$ cat src/rtl/icache_fill_controller.sv
// icache_fill_controller
//   Runs the fetch front end through an I-cache miss. It requests the unified
//   memory from the arbiter, issues one read per word of the missing block,
//   writes every returned word into the data array, writes the tag with the
//   last word, and holds the PC / bubbles IF/ID until the refetch can hit.
//
// Ports
//   clk, rst_n         clock, async active-low reset
//   miss_detected      lookup missed this cycle
//   miss_address       PC that missed
//   mem_grant          arbiter grant (level)
//   mem_data_valid     read data valid
//   mem_data           read data
//   mem_req            memory ownership request
//   mem_en, mem_addr   one read issued this cycle, and its address
//   write_data_array   write cache_data at cache_addr
//   write_tag_array    write tag/valid for the block at cache_addr
//   cache_addr         fill write address
//   cache_data         fill write data
//   pc_stall           freeze PC and IF/ID
//   if_id_flush        bubble into IF/ID
//   fsm_busy           fill in progress
module icache_fill_controller #(
  parameter int ADDR_W      = 16,
  parameter int BLOCK_WORDS = 8,
  parameter int OFFSET_W    = 4
) (
  input  logic              clk,
  input  logic              rst_n,
  input  logic              miss_detected,
  input  logic [ADDR_W-1:0] miss_address,
  input  logic              mem_grant,
  input  logic              mem_data_valid,
  input  logic [ADDR_W-1:0] mem_data,
  output logic              mem_req,
  output logic              mem_en,
  output logic [ADDR_W-1:0] mem_addr,
  output logic              write_data_array,
  output logic              write_tag_array,
  output logic [ADDR_W-1:0] cache_addr,
  output logic [ADDR_W-1:0] cache_data,
  output logic              pc_stall,
  output logic              if_id_flush,
  output logic              fsm_busy
);

  localparam int CNT_W = $clog2(BLOCK_WORDS) + 1;

  typedef enum logic [1:0] {IDLE, WAIT_GRANT, FILL, DONE} state_t;

  state_t             state;
  logic [CNT_W-1:0]   issue_cnt;
  logic [CNT_W-1:0]   recv_cnt;
  logic [ADDR_W-1:0]  base;

  // Byte offset inside the block is discarded when the base is latched.
  logic unused_offset;
  assign unused_offset = &{1'b0, miss_address[OFFSET_W-1:0]};

  // Miss seen in IDLE; gated by rst_n so nothing leaks out while in reset.
  logic miss_go;
  logic issue;
  logic recv;
  logic last;

  assign miss_go = (state == IDLE) && miss_detected && rst_n;
  assign issue   = (state == FILL) && (issue_cnt < CNT_W'(BLOCK_WORDS));
  // Valids past the last word are dropped; recv_cnt saturates the block.
  assign recv    = (state == FILL) && mem_data_valid &&
                   (recv_cnt < CNT_W'(BLOCK_WORDS));
  assign last    = recv && (recv_cnt == CNT_W'(BLOCK_WORDS - 1));

  always_ff @(posedge clk or negedge rst_n) begin
    if (!rst_n) begin
      state     <= IDLE;
      issue_cnt <= '0;
      recv_cnt  <= '0;
      base      <= '0;
    end else begin
      case (state)
        IDLE: begin
          if (miss_detected) begin
            base      <= {miss_address[ADDR_W-1:OFFSET_W], {OFFSET_W{1'b0}}};
            issue_cnt <= '0;
            recv_cnt  <= '0;
            state     <= WAIT_GRANT;
          end
        end
        WAIT_GRANT: if (mem_grant) state <= FILL;
        FILL: begin
          if (issue) issue_cnt <= issue_cnt + CNT_W'(1);
          if (recv)  recv_cnt  <= recv_cnt + CNT_W'(1);
          if (last)  state     <= DONE;
        end
        DONE:    state <= IDLE;
        default: state <= IDLE;
      endcase
    end
  end

  // Request, issue and fill writes must act in the same cycle as the miss /
  // returned data, so these are decoded from state and inputs directly.
  // Offsets stay below the block size, so base + offset never carries into
  // the tag bits.
  always_comb begin
    mem_req          = (state == WAIT_GRANT) || (state == FILL) || miss_go;
    mem_en           = issue;
    mem_addr         = '0;
    write_data_array = recv;
    write_tag_array  = last;
    cache_addr       = '0;
    cache_data       = '0;
    if (issue) mem_addr = base + (ADDR_W'(issue_cnt) << 1);
    if (recv) begin
      cache_addr = base + (ADDR_W'(recv_cnt) << 1);
      cache_data = mem_data;
    end
    pc_stall    = (state != IDLE) || miss_go;
    if_id_flush = (state != IDLE) || miss_go;
    fsm_busy    = (state != IDLE);
  end

endmodule

$ cat config.mk
export PLATFORM = sky130hd
export DESIGN_NAME = icache_fill_controller
export DESIGN_NICKNAME = d
export VERILOG_FILES = /design/src/rtl/icache_fill_controller.sv
export SDC_FILE = /design/constraint.sdc
export NUM_CORES = 1
export LEC_CHECK = 0
export CAP_MARGIN = 10
export CORE_MARGIN = 2
export CORE_UTILIZATION = 35
export DETAILED_ROUTE_END_ITERATION = 6
export PLACE_DENSITY = 0.85
export SLEW_MARGIN = 15
export SYNTH_ARGS = -nofsm -noshare
export SYNTH_HDL_FRONTEND = slang
export SYNTH_SLANG_ARGS = --single-unit
$ cat constraint.sdc
create_clock -name clk -period 2.2 [get_ports clk]
set_input_delay 0.66 -clock clk [delete_from_list [all_inputs] [get_ports clk]]
set_output_delay 0.66 -clock clk [all_outputs]
set_load 0.01 [all_outputs]
# Word-level counts from Yosys, hierarchy flattened
# Index checks and enable logic that the tools add are counted.
# word_totals
register_bits	22
out_inout_bits	55
elab_cells	47
input_bits	37
# op_classes
mux	12
addsub	4
n_lt_le_gt_ge	2
n_reduce_logical	16
eq_ne	9
# ops
op	count
2-to-1 mux 16 bit	3
adder 16 x 5 -> 16 bit	2
one-hot mux 4 bit (2 select lines)	2
2-to-1 mux 4 bit	3
!= test 2 bit, second input constant	5
AND reduction 3 bit	3
adder 4 x 1 -> 4 bit, second input constant	2
< comparator 4 bit, second input constant	2
one-hot mux 2 bit (4 select lines)	1
logical AND 1 bit	6
2-to-1 mux 2 bit	3
equality test 2 bit, second input constant	2
equality test 4 x 3 -> 1 bit, second input constant	1
nonzero test 2 bit	2
logical OR 1 bit	3
equality test 2 x 1 -> 1 bit, second input constant	1
logical NOT 2 bit	1
AND reduction 2 bit	1

# Longest topological paths before layout
# logic_depth
word_depth	6
ltp_mapped	7

# Worst setup path before layout
# No wires, ideal clock.
# synth_path
path_type	register -> output
from	register issue_cnt[3]
to	output mem_addr[12]
t_arrival_ns	1.606
n_path_buf	0
setup_slack_ns	-0.066
stages_incl_launch_ff	6
cell_sequence	dfrtp_1 ha_1 ha_1 nand2_1 or4_1 a21oi_1
# synth_between
elab_chain_len	3
elab_cells_between_ends	4
# synth_rtl
item	line_no	rtl
start, declared	52	logic [CNT_W-1:0] issue_cnt;
start signal, assigned	91	if (issue) issue_cnt <= issue_cnt + CNT_W'(1);
parallel branches: the longest is 2 deep, another holds adder 16 x 5 -> 16 bit	-	
2-to-1 mux 16 bit *	113	if (issue) mem_addr = base + (ADDR_W'(issue_cnt) << 1);
end, declared	37	output logic [ADDR_W-1:0] mem_addr,
# Every way passes the cells marked *.

# Worst setup path in the final report
# layout_path
from	register base[4]
to	output cache_addr[14]
# layout_between
elab_chain_len	2
# layout_rtl
item	line_no	rtl
start, declared	54	logic [ADDR_W-1:0] base;
start signal, assigned	83	base <= {miss_address[ADDR_W-1:OFFSET_W], {OFFSET_W{1'b0}}};
adder 16 x 5 -> 16 bit	115	cache_addr = base + (ADDR_W'(recv_cnt) << 1);
2-to-1 mux 16 bit	114	if (recv) begin
end, declared	40	output logic [ADDR_W-1:0] cache_addr,
# No other way between the ends.

==> run summary <==
Synth Register Bits -> 22
Final core occ -> 68.82%
Vias per cell -> 5.238
Leakage power -> 0.001595 uW
Outcome -> complete, but fails checks
Drt pass-1 iters -> 4
Top post-synthesis cells by area -> dfrtp_1 (30%), mux2_2 (8.5%), and2_1 (8.4%)
Skew final -> 0.008565 ns
Distinct cells, synth -> 46
Routed WL -> 6.936 mm
I/O Pins -> 92
Max IR drop VDD -> 0.0007544 V
Largest net degree at the start of global routing -> 23
Final Hold Viols -> 0
Grt ovf -> 0
Syn_area_per_cell -> 8.758 sq um
H-tree depth -> 1
RD Place Congestion -> 0.8417
Cell taking the most area after synthesis -> dfrtp_1
Sequential-to-total area share from yosys stat -> 29.51%
Critical Path AT -> 1.80 ns
Clk Latency, worst-skew pair -> 0.28 ns
Critical Path Fanout Max -> 5
Net Sw Frac -> 43.23%
Post-DP HPWL -> 4.476 mm
Yosys top cell area share -> 29.51%
Maxcap violations -> 0
Logic pwr share -> 68.5%
Clk slew on worst S/H paths -> 0.09 ns
Core Area -> 0.005140 sq mm
Reg power frac -> 23.5%
Die Wd -> 77.01 um
Final Power -> 3831 uW
Clock period minus worst slack -> 2.465 ns
Syn Inst Count -> 213
CTS tree -> yes
Initial Util -> 36.30%
Mapped Area -> 0.001866 sq mm
Initial antenna violation count -> 0
Post-route ant nets -> 0
Initial DRC Count -> 56
Top FF cell, synth -> dfrtp_1
Total global-route track usage -> 21.20%
CP cell instances -> ha_4, ha_4, nand2_2, or4_4, a21oi_2, buf_2
Failing checks -> setup timing
Unrepaired setup endpoints after global routing -> true
First-pass GRT wire length -> 10.36 mm
Die ar. -> 0.005930 sq mm
Power Dens Cells -> 1083 mW/mm^2
Clk network pwr share -> 8.1%
CP max stage delay -> 0.43 ns
Hold/Removal Path Class -> in2async
Wire per inst -> 16.48 um
Number of global-route vias before repair -> 2,178
PortBufs -> 85
Final setup violation count -> 21
Die Ht -> 77.01 um
Syn. warnings -> 0
P&R area growth vs syn -> 89.60%
CP endpoint kind -> output pin
Critical path class -> reg2out
Period utilization -> 112.0%
Setup TNS Final -> -3.526 ns
Required @ worst endpoint -> 1.54 ns
Vias -> 2,205
Most common library cells after synthesis -> and2_1 (25), dfrtp_1 (22), a21oi_1 (17), mux2_2 (14), nand2_1 (12)
Final max-slew violation count -> 0
DRC Markers -> 0
Critical Path Start Type -> register
Rows -> 26
Pre-CTS WS -> -0.8079 ns
Slowest CP cell -> dfrtp_2
Switching power -> 1656 uW
Clock root buffer -> clkbuf_8
Async SR Flop Fraction -> 100.0%
Final WS setup -> -0.2647 ns
Count leader, synth -> and2_1
Ratio of cells with drive above 1 in the final layout -> 59.54%
# diodes -> 0
Clock sink count -> 22
Hold WS -> 0.5707 ns
Nets -> 399
EDFF count, synth -> 0
CP dominant cell by count -> ha_4
Max Freq -> 0.4057 GHz
Inserted Clock Buffers -> 3
Clock buffer depth -> 2
Internal cell power -> 2175 uW
## stage by stage
step,cells,area [sq um]
floorplan,214,1888
global placement,397,3075
detailed placement,397,3075
CTS,412,3299
global route,421,3537
finish,421,3537
## state kept, by name, summed over array words and instances (netlist names)
name	flops
issue_cnt	4
state	2
base	12
recv_cnt	4
## path summary, 6_finish.rpt
check                      cells after the start              to     start  slack, ns
max                                            6  cache_addr[14]   base[4]      -0.26
min                                            2         base[6]     rst_n       0.57
max reg2reg                                    7        state[1]  state[0]       0.37
min reg2reg                                    1        state[1]  state[1]       0.60
max in group asynchronous                      2         base[9]     rst_n       1.38
min in group clk                               1        state[1]  state[1]       0.60
## placed cells by master, fill, tap and decap left out, drive strengths merged, types with 7 or more instances in the layout
cell and n:
buf 109, clkdlybuf4s50 29, and2 25, dfrtp 22, a21oi 17, mux2 14
nand2 12, ha 10, inv 9, clkbuf 9, or4 8, nor2 8
o31ai 8, o21ai 7
## per-layer routing
layer  track usage, %  up-vias  wire, um
li1                 -     1037         -
met1            24.91     1082      2845
met2            38.60       75      3632
met3            4.235       11       325
met4            6.607        0       133
met5                0        -         0
## cell families (layout without fill, tap and decap cells)
kind of cell | count (synthesis) | after routing | share of synthesized area (%)
other cells | 1 | 2 | 0.2010
compound gates | 46 | 46 | 16.10
mux | 17 | 17 | 10.06
buf+inv | 26 | 163 | 7.243
flops | 22 | 22 | 29.51
fa+ha+maj | 10 | 10 | 6.707
simple gates | 85 | 85 | 27.36
xor+xnor | 6 | 6 | 2.817
## worst max-delay path, delay by kind of cell, from the launching register on
family	cells	cell delay [ns]
buf+inv	1	0.14
flops	1	0.43
simple gates	2	0.50
compound gates	1	0.14
fa+ha+maj	2	0.30
## layout make-up
cell class | count | area [sq um]
Fill cell | 405 | 1603
Multi-Input combinational cell | 166 | 1503
Timing Repair Buffer | 150 | 1294
Sequential cell | 22 | 559.3
Tap cell | 70 | 87.58
Clock buffer | 4 | 55.05
Inverter | 9 | 38.79
## repair_timing
| item | CTS | global route |
|---|---|---|
| buffers inserted | 9 | 11 |
| hold buffers | 0 | 0 |
| resized for setup | 262 | 57 |
| endpoints found under the setup margin | 53 | 47 |
| pin swaps | 25 | 34 |
| gates cloned | 3 | 0 |
## power by group through the flow
stage	clock network (uW)	registers (uW)	logic (uW)
after detailed placement	0	795	2250
after global routing	333	924	2830
after floorplan	0	736	1190
after CTS	304	872	2360
final	310	898	2620
after global placement	0	776	2190
Power figures use the tool's default switching activity.
